<file path="src/rtl/cpu_pkg.sv">
// Shared definitions for the 12-bit core: phase encoding, control states, PC width.
package cpu_pkg;

  localparam int PC_W = 12;

  localparam logic [2:0] PH_IF  = 3'b000;
  localparam logic [2:0] PH_ID  = 3'b001;
  localparam logic [2:0] PH_EX  = 3'b010;
  localparam logic [2:0] PH_MEM = 3'b011;
  localparam logic [2:0] PH_WB  = 3'b100;

  typedef enum logic [1:0] {
    ST_IDLE   = 2'd0,
    ST_RUN    = 2'd1,
    ST_HALTED = 2'd2
  } state_e;

  // Successor in the IF..WB ring; any unused code falls back to IF.
  function automatic logic [2:0] phase_succ(input logic [2:0] ph);
    case (ph)
      PH_IF:   phase_succ = PH_ID;
      PH_ID:   phase_succ = PH_EX;
      PH_EX:   phase_succ = PH_MEM;
      PH_MEM:  phase_succ = PH_WB;
      default: phase_succ = PH_IF;
    endcase
  endfunction

endpackage

</file>
<file path="src/rtl/pc_sequencer_phase_counter.sv">
// 3-bit phase register: steps the IF..WB ring on advance, pinned to IF when not running.
module phase_counter
  import cpu_pkg::*;
(
  input  logic       i_clk,
  input  logic       i_rst_n,
  input  logic       i_advance,
  input  logic       i_force_if,
  output logic [2:0] o_phase
);

  logic [2:0] r_phase;
  logic [2:0] w_phase_nxt;

  always_comb begin
    w_phase_nxt = r_phase;
    if (r_phase > PH_WB)   w_phase_nxt = PH_IF;
    else if (i_force_if)   w_phase_nxt = PH_IF;
    else if (i_advance)    w_phase_nxt = phase_succ(r_phase);
  end

  always_ff @(posedge i_clk) begin
    if (!i_rst_n) r_phase <= PH_IF;
    else          r_phase <= w_phase_nxt;
  end

  assign o_phase = r_phase;

endmodule

</file>
<file path="src/rtl/pc_sequencer.sv">
// Program counter, run/halt control FSM and retired-instruction counter of the core.
module pc_sequencer
  import cpu_pkg::*;
#(
  parameter logic [PC_W-1:0] RESET_PC = 12'h000,
  parameter int              CNT_W    = 16
)(
  input  logic             i_clk,
  input  logic             i_rst_n,
  input  logic             i_run,
  input  logic             i_halt_req,
  input  logic             i_stall,
  input  logic [PC_W-1:0]  i_next_pc,
  input  logic             i_pc_enable,
  output logic [2:0]       o_phase,
  output logic [PC_W-1:0]  o_pc,
  output logic [PC_W-1:0]  o_pc_plus1,
  output logic             o_running,
  output logic             o_halted,
  output logic [CNT_W-1:0] o_retired
);

  state_e           r_state;
  state_e           w_state_nxt;
  logic             r_halt_pend;
  logic [PC_W-1:0]  r_pc;
  logic [CNT_W-1:0] r_retired;

  logic       w_advance;
  logic       w_wb_exit;
  logic       w_pc_load;
  logic       w_halt_eff;
  logic       w_enter_halt;
  logic [2:0] w_phase;

  assign w_advance    = (r_state == ST_RUN) && !i_stall;
  assign w_wb_exit    = w_advance && (w_phase == PH_WB);
  assign w_pc_load    = w_advance && (w_phase == PH_EX) && i_pc_enable;
  // A request arriving in the WB cycle itself still stops at this WB exit.
  assign w_halt_eff   = r_halt_pend || ((r_state == ST_RUN) && i_halt_req);
  assign w_enter_halt = (r_state == ST_RUN) && w_wb_exit && w_halt_eff;

  phase_counter u_phase (
    .i_clk      (i_clk),
    .i_rst_n    (i_rst_n),
    .i_advance  (w_advance),
    .i_force_if (r_state != ST_RUN),
    .o_phase    (w_phase)
  );

  always_ff @(posedge i_clk) begin
    if (!i_rst_n) r_state <= ST_IDLE;
    else          r_state <= w_state_nxt;
  end

  always_comb begin
    w_state_nxt = r_state;
    unique case (r_state)
      ST_IDLE:   if (i_run)        w_state_nxt = ST_RUN;
      ST_RUN:    if (w_enter_halt) w_state_nxt = ST_HALTED;
      ST_HALTED: if (i_run)        w_state_nxt = ST_RUN;
      default:                     w_state_nxt = ST_IDLE;
    endcase
  end

  always_comb begin
    o_running = (r_state == ST_RUN);
    o_halted  = (r_state == ST_HALTED);
  end

  always_ff @(posedge i_clk) begin
    if (!i_rst_n)                               r_halt_pend <= 1'b0;
    else if (w_enter_halt)                      r_halt_pend <= 1'b0;
    else if ((r_state == ST_RUN) && i_halt_req) r_halt_pend <= 1'b1;
  end

  // Loading only on advance keeps pc from creeping while EX is stalled.
  always_ff @(posedge i_clk) begin
    if (!i_rst_n)       r_pc <= RESET_PC;
    else if (w_pc_load) r_pc <= i_next_pc;
  end

  always_ff @(posedge i_clk) begin
    if (!i_rst_n)       r_retired <= '0;
    else if (w_wb_exit) r_retired <= r_retired + CNT_W'(1);
  end

  assign o_phase    = w_phase;
  assign o_pc       = r_pc;
  assign o_pc_plus1 = r_pc + PC_W'(1);
  assign o_retired  = r_retired;

endmodule

</file>
<file path="config.mk">
export PLATFORM = sky130hd
export DESIGN_NAME = pc_sequencer
export DESIGN_NICKNAME = d
export VERILOG_FILES = /design/src/rtl/cpu_pkg.sv /design/src/rtl/pc_sequencer_phase_counter.sv /design/src/rtl/pc_sequencer.sv
export SDC_FILE = /design/constraint.sdc
export NUM_CORES = 1
export LEC_CHECK = 0
export ABC_CLOCK_PERIOD_IN_PS = 1860
export CAP_MARGIN = 40
export CORE_MARGIN = 8
export CORE_UTILIZATION = 39
export DETAILED_ROUTE_END_ITERATION = 8
export PLACE_DENSITY = 0.87
export SYNTH_ARGS = -nofsm -noshare
export SYNTH_HDL_FRONTEND = slang
export SYNTH_SLANG_ARGS = --single-unit
</file>
<file path="constraint.sdc">
create_clock -name i_clk -period 1.86 [get_ports i_clk]
set_clock_uncertainty 0.05 [all_clocks]
set_input_delay 0.279 -clock i_clk [delete_from_list [all_inputs] [get_ports i_clk]]
set_output_delay 0.279 -clock i_clk [all_outputs]
set_load 0.005 [all_outputs]
</file>
# After elaboration in Yosys (flattened, before gate mapping)
# Index checks and enable logic that the tools add are counted.
# totals
regBits,34
output_inout_bits,45
word_cells,37
# classes
n_addsub,2
magnitude_cmp,1
eq_ne,9
mux,4
n_bitwise,1
n_reduce_logical,15
# ops
op,n
16-bit by 1-bit adder with 16-bit output (second input constant),1
12-bit by 1-bit adder with 12-bit output (second input constant),1
3-bit one-hot mux with 4 select lines,1
1-bit logical AND,7
3-bit by 2-bit equality test with 1-bit output (second input constant),2
2-bit by 1-bit != test with 1-bit output (second input constant),3
2-bit 2-to-1 mux,2
2-bit one-hot mux with 2 select lines,1
2-bit OR reduction,2
3-bit by 1-bit equality test with 1-bit output (second input constant),1
3-bit equality test (second input constant),1
3-bit greater-than comparator (second input constant),1
3-bit logical NOT,1
3-bit OR reduction,1
2-bit by 1-bit equality test with 1-bit output (second input constant),1
2-bit equality test (second input constant),1
2-bit logical NOT,1
2-bit AND reduction,1
1-bit logical NOT,1
1-bit logical OR,1
1-bit inverter,1

# Depth between registers and ports, before layout
# Gate-level depths: netlist of the first run.
# depth
ltp_word,7
mapped_depth,7

# Modules after synthesis
# From an unflattened synthesis of the first run, not the netlist that was laid out.
# unflattened
hier_cells,188
hier_area_um2,1744.2
# modules_own_cells
mod,instances,cells_each,area_each_um2,seq_area_each_um2
pc_sequencer,1,175,1610.3,620.6
phase_counter,1,13,133.9,60.1

# Least setup slack after synthesis of the first run
# OpenSTA, ideal clock, no wires.
# synth_path
path_kind,reg-to-reg
start,"register r_retired[2], in the netlist o_retired[2]"
end,"register r_retired[11], in the netlist o_retired[11]"
arrival_ns,1.710
required_ns,1.739
setup_slack_ns,0.030
stages_incl_launch_ff,7
synth_period_minus_slack_ns,1.830
path_cell_list,dfxtp_1 > nand4bb_1 > buf_2 > or4_1 > buf_2 > or3_1 > a21oi_1
# synth_between
elab_chain_cells,1
# synth_rtl
item,line_no,source
from (decl),pc_sequencer.sv:27,logic [CNT_W-1:0] r_retired;
from (signal assigned),pc_sequencer.sv:85,else if (w_wb_exit) r_retired <= r_retired + CNT_W'(1);
16-bit by 1-bit adder with 16-bit output,pc_sequencer.sv:85,
# Every way passes these cells.
# A chain may end at the register's enable or synchronous reset.

# Final worst setup path of the first run
# layout_path
start,"register r_pc[0], in the netlist o_pc[0]"
end,output o_pc_plus1[10]
# layout_between
elab_chain_cells,1
# layout_rtl
item,line_no,source
from (decl),pc_sequencer.sv:26,logic [PC_W-1:0] r_pc;
from (signal assigned),pc_sequencer.sv:80,else if (w_pc_load) r_pc <= i_next_pc;
12-bit by 1-bit adder with 12-bit output,pc_sequencer.sv:90,assign o_pc_plus1 = r_pc + PC_W'(1);
to (decl),pc_sequencer.sv:17,"output logic [PC_W-1:0] o_pc_plus1,"
# Every way passes these cells.

==> run summary, run 1 <==
Outcome = finished with violations
Failing checks = setup timing
Endpoints failing setup = 2
Initial Util = 0.402
Max transition margin = 0.761
CTS max path bufs = 2
RSZ-0062 raised after global routing = true
Clock Sinks = 34
Internal Power = 1.05 mW
Post-Synthesis Cells = 185
Startpoint types = flop
Cells along the critical path = buf_4 > ha_4 > nand3_4 > nor2_4 > nand4_1 > xnor2_1 > clkbuf_2
Initial drt markers = 51
Count of cell types in the netlist = 26
Sw Share = 0.209
Port bufs = 62
Initial antenna violation count = 0
Net Sw Power = 0.277 mW
Drt via density = 5.07
Routed WL = 5030 um
DRT Pass-1 Iters = 4
Worst setup margin = -0.0127 ns
Non-Filler Cell Area, Final = 0.00273 mm2
Skew-Pair Late Insertion Delay = 0.28 ns
CP Class = flop to primary output
Inserted Clock Buffers = 5
Clock Tree Root = clkbuf_8
Die Y = 80.2 um
TritonCTS clock tree = done
Diodes inserted = 0
Sequential share of power = 0.556
Final core utilization = 0.683
Slew Viols, Final = 0
Final Power = 1.32 mW
Peak per-stage delay on the critical path = 0.34 ns
Hold WS = 0.377 ns
Nets@finish = 302
Hpwl dp = 3550 um
Filler cells = 312
Setup crit end kind = primary output
#FFs+latches synth = 34
Layout cells sized above 1 = 0.273
DRC errors left = 0
Required @ worst endpoint = 1.53 ns
Metal1 wirelength = 2130 um
Mean post-synth cell area = 8.70 um2
DIE AREA = 0.00644 mm2
Final Hold Viols = 0
Fmax achieved = 534 MHz
Share of total power in combinational logic = 0.069
Power density cells = 485 mW/mm2
Ports = 63
Sequential area share after synthesis = 0.423
DR top layer = met4
Clock transition at the registers of the reported paths = 0.07 ns
Final setup TNS = -0.0229 ns
Commonest cells after routing, fill and taps aside = clkdlybuf4s50_1, buf_4, dfxtp_1, nor2_1, mux2i_1
Mapped cell area = 0.00161 mm2
Synthesized Nets = 205
Core region area = 0.00400 mm2
Die W = 80.2 um
CP arrival = 1.54 ns
Vias in the first global route = 1653
Metal2 WL = 2650 um
Worst Path Buf+Inv = 2
Via count = 1683
Area Overhead vs Synth = 69.8%
H-tree levels = 2
Antenna viol nets, final = 0
Largest net degree at the start of global routing = 16
Final worst path period share = 1.01
Commonest non-fill, non-tap cell in the layout = clkdlybuf4s50_1
GP Congestion = 0.856
DR WL met3 = 208 um
Rows = 23
Global-route wire length before repair = 7800 um
Yosys Warn Count = 0
Remaining Overflow, GRT = 0
Worst-path fanout max = 2
Pleak = 1.05 nW
Min cycle time layout = 1.87 ns
Global Route Usage Sum = 0.148
Placed inst area = 0.00248 mm2
CP delay by family, top = simple AND/OR/NAND/NOR gates
Hold buffers post-CTS = 0
Measured slew at the worst slew-check pin = 0.355 ns
Max stage delay cell, worst path = dfxtp_2
Drt wl/cell = 15.1 um
Maxcap violations = 0
Hold Crit Class = input pin to flop
Share of total power in the clock network = 0.375
VDD IR max = 0.505 mV
-- power groups by stage --
stage,sequential (mW),clock (mW),combinational (mW)
final,0.736,0.497,0.0913
after global routing,0.736,0.552,0.0983
after CTS,0.736,0.513,0.0825
after detailed placement,0.752,0,0.0796
after global placement,0.752,0,0.0781
after floorplan,0.751,0,0.0262
-- layout make-up --
cell class                 count  area [um2]  share of cell area
clock buffer                   7        76.3              0.0279
inverter                       6        22.5             0.00825
multi-input combinational    137        1000               0.366
sequential                    34         692               0.253
tap                           50        62.6              0.0229
timing repair buffer          98         878               0.322
-- cells in the mapped netlist --
master / n / area share
a21oi_1: 7 / 0.022
nand2_1: 8 / 0.019
and4_1: 2 / 0.011
nor2_1: 30 / 0.070
nor3b_1: 1 / 0.0047
nand4bb_1: 3 / 0.021
a2bb2oi_1: 1 / 0.0054
inv_1: 6 / 0.014
dfxtp_1: 34 / 0.42
a22oi_1: 1 / 0.0047
clkbuf_1: 5 / 0.012
or3_1: 5 / 0.019
or3b_2: 1 / 0.0054
nand4_1: 8 / 0.031
mux2i_1: 13 / 0.081
buf_2: 3 / 0.0093
xor2_1: 8 / 0.044
nand3_1: 9 / 0.028
nor3_1: 5 / 0.016
xnor2_1: 13 / 0.071
nand2b_1: 1 / 0.0039
or4_1: 2 / 0.0093
o21ai_0: 6 / 0.019
nor2b_1: 6 / 0.023
nor4_1: 5 / 0.019
ha_1: 2 / 0.016
-- state kept, by name, indices dropped and copies added, names as in the netlist --
signal	flops
o_retired	16
o_pc	12
u_phase.o_phase	3
r_state	2
r_halt_pend	1
-- tightest hold or removal path: stages --
cell and delay, ns:
dlymetal6s2s_1 0.10, buf_4 0.13, a22oi_1 0.07, nor2_1 0.09
-- cells by family after synthesis --
logic type / Yosys count / synth area share
buf+inv: 14 / 0.0350
compound gates: 15 / 0.0505
fa+ha+maj: 2 / 0.0155
xor+xnor: 21 / 0.114
flops: 34 / 0.423
mux: 13 / 0.0809
simple gates: 86 / 0.281
-- metal layers --
metal | vias to the layer above | track usage
li1 | 838 | -
met1 | 812 | 0.175
met2 | 28 | 0.260
met3 | 5 | 0.0357
met4 | 0 | 0.0345
met5 | - | 0
-- final timing paths --
kind,from,end,slack (ns),cells after the start
setup reg to reg,r_state[1],o_retired[15],0.05,4
hold reg to reg,o_retired[12],o_retired[12],0.48,2
hold / removal,i_stall,u_phase.o_phase[2],0.38,4
setup / recovery,o_pc[0],o_pc_plus1[10],-0.01,7
-- metrics by stage --
step                std cells  setup WS, ns
CTS                       327       -0.0845
global route              332        -0.115
detailed placement        317        -0.369
global placement          317        -0.319
finish                    332       -0.0127
floorplan                 185        0.0298
-- repair_timing --
action                                  in CTS  in global routing
endpoints found under the setup margin      14                 14
pin swaps                                    7                 14
setup buffers                                3                  5
resized for setup                           42                 30
Note: power is estimated with default switching activity, not from simulation.
==> inputs of run 2 (changes only) <==
--- a/config.mk
+++ b/config.mk
@@ -11,6 +11,7 @@
 export CORE_UTILIZATION = 39
 export DETAILED_ROUTE_END_ITERATION = 8
 export PLACE_DENSITY = 0.87
+export SLEW_MARGIN = 40
 export SYNTH_ARGS = -nofsm -noshare
 export SYNTH_HDL_FRONTEND = slang
 export SYNTH_SLANG_ARGS = --single-unit
==> results of run 2 <==
Same layout as run 1: the final DEF is identical, and so are final timing and power.
==> inputs of run 3 (changes only) <==
--- a/config.mk
+++ b/config.mk
@@ -10,6 +10,7 @@
 export CORE_MARGIN = 8
 export CORE_UTILIZATION = 39
 export DETAILED_ROUTE_END_ITERATION = 8
+export GPL_TIMING_DRIVEN = 0
 export PLACE_DENSITY = 0.87
 export SLEW_MARGIN = 40
 export SYNTH_ARGS = -nofsm -noshare
==> run 3 against run 2 <==
Against the previous run:
- the flow still finishes with violations (setup timing)
- clock power rose by 12%
- sequential share of layout area rose by 2.2 points
- sequential power fell by 1%
- largest power group unchanged
- highest routed layer unchanged
==> run summary, run 3 (synthesis results as in run 1) <==
Endpoints failing setup = 1
Global Route Usage Sum = 0.150
CP arrival = 1.57 ns
Internal Power = 1.07 mW
Inserted Clock Buffers = 5
Rows = 23
H-tree levels = 2
Required @ worst endpoint = 1.53 ns
Vias in the first global route = 1653
Slew Viols, Final = 0
Clock Sinks = 34
Sequential share of power = 0.533
VDD IR max = 0.427 mV
Diodes inserted = 0
Measured slew at the worst slew-check pin = 0.526 ns
Hold buffers post-CTS = 0
Power density cells = 519 mW/mm2
CTS max path bufs = 2
Ports = 63
Failing checks = setup timing
Hpwl dp = 3400 um
Layout cells sized above 1 = 0.253
FF-to-FF Start = o_retired[3]
Clock Tree Root = clkbuf_8
Hold Crit Class = input pin to flop
Drt wl/cell = 15.9 um
Share of total power in combinational logic = 0.058
R2r setup slk = 0.08 ns
Peak per-stage delay on the critical path = 0.37 ns
Net Sw Power = 0.297 mW
Outcome = finished with violations
Maxcap violations = 0
Commonest cells after routing, fill and taps aside = clkdlybuf4s50_1, nor2_1, buf_4, dfxtp_1
Share of total power in the clock network = 0.409
Largest net degree at the start of global routing = 11
Reg-to-reg endpoint = o_retired[11]
Final worst path period share = 1.02
Final Hold Viols = 0
DRC errors left = 0
Worst hold start = i_stall
Cells along the critical path = nand4_1 > buf_4 > nor2_4 > buf_6 > nand3_4 > xnor2_2 > buf_2
Final setup TNS = -0.0360 ns
Startpoint types = flop
Setup crit end kind = primary output
Sw Share = 0.218
Initial Util = 0.402
Clock transition at the registers of the reported paths = 0.07 ns
Routed WL = 5080 um
Commonest non-fill, non-tap cell in the layout = clkdlybuf4s50_1
Pleak = 0.960 nW
Via count = 1654
Drt via density = 5.18
Initial drt markers = 161
Antenna viol nets, final = 0
DIE AREA = 0.00644 mm2
Hold Path Sink = u_phase.o_phase[2]
Area Overhead vs Synth = 63.5%
Fmax achieved = 527 MHz
Max transition margin = 0.650
Initial antenna violation count = 0
Max stage delay cell, worst path = dfxtp_4
Hold depth = 3
Die Y = 80.2 um
CP Class = flop to primary output
Placed cell count = 297
DRT Pass-1 Iters = 4
GP Congestion = 0.772
Remaining Overflow, GRT = 0
RSZ-0062 raised after global routing = true
Skew-Pair Late Insertion Delay = 0.29 ns
Core region area = 0.00400 mm2
Die W = 80.2 um
Worst-path fanout max = 3
Nets@finish = 288
Min cycle time layout = 1.90 ns
TritonCTS clock tree = done
Max FFs per register = 16
Global-route wire length before repair = 7670 um
Worst setup margin = -0.0360 ns
Worst R2R Path Depth = 5
Port bufs = 62
Non-filler instance count after layout = 319
-- run 3: worst max-delay path: cells and delay by family, from the launching register on --
family | cells | cell delay [ns]
AND/OR/NAND/NOR | 3 | 0.32
flip-flops | 1 | 0.37
XOR/XNOR | 1 | 0.16
buffers and inverters | 3 | 0.43
-- run 3: how the worst max path moves through the flow --
stage	to	from	cells past startpoint
6_report	o_pc_plus1[9]	o_pc[0]	7
5_1_grt	o_pc_plus1[9]	o_pc[0]	7
4_1_cts	o_pc_plus1[9]	o_pc[0]	7
3_5_place_dp	o_retired[15]	i_stall	7
3_3_place_gp	o_retired[15]	i_stall	7
2_1_floorplan	o_retired[11]	o_retired[2]	6
-- run 3: cell type report --
| cell class | count | area (um2) |
|---|---|---|
| plain buffers | 6 | 41.3 |
| clock buffers | 7 | 86.3 |
| clock inverters | 1 | 5.00 |
| fillers | 310 | 1370 |
| inverters | 6 | 22.5 |
| multi-input cells | 137 | 982 |
| flip-flops and latches | 34 | 723 |
| well taps | 50 | 62.6 |
| repair buffers | 78 | 708 |
-- run 3: power groups by stage --
| stage | Sequential (mW) | Combinational, mW | Clock, mW |
|---|---|---|---|
| 6_report | 0.727 | 0.0790 | 0.559 |
| 5_1_grt | 0.727 | 0.0852 | 0.606 |
| 2_1_floorplan | 0.751 | 0.0262 | 0 |
| 4_1_cts | 0.730 | 0.0762 | 0.565 |
| 3_5_place_dp | 0.752 | 0.0760 | 0 |
| 3_3_place_gp | 0.752 | 0.0750 | 0 |
-- run 3: stage by stage --
stage | util | hold WS, ns | power, mW | instance area [um2] | worst slack [ns]
floorplan | - | 0.376 | 0.778 | 1610 | 0.0298
global placement | 0.573 | 0.418 | 0.827 | 2290 | -0.567
detailed placement | 0.573 | 0.449 | 0.828 | 2290 | -0.622
CTS | 0.643 | 0.439 | 1.37 | 2570 | -0.101
global route | 0.658 | 0.511 | 1.42 | 2630 | -0.122
finish | 0.658 | 0.451 | 1.37 | 2630 | -0.0360
-- run 3: per-layer routing --
layer  up-vias  wire length, um  GRT usage
li1        802                -          -
met1       769             1980      0.162
met2        69             2610      0.251
met3        14              327     0.0435
met4         0              159     0.0927
met5         -                0          0
-- run 3: repair_timing --
item | 4_1_cts | 5_1_grt
pin swaps | 17 | 14
setup endpoints to repair | 27 | 14
buffers inserted | 13 | 4
gates resized for setup | 61 | 27
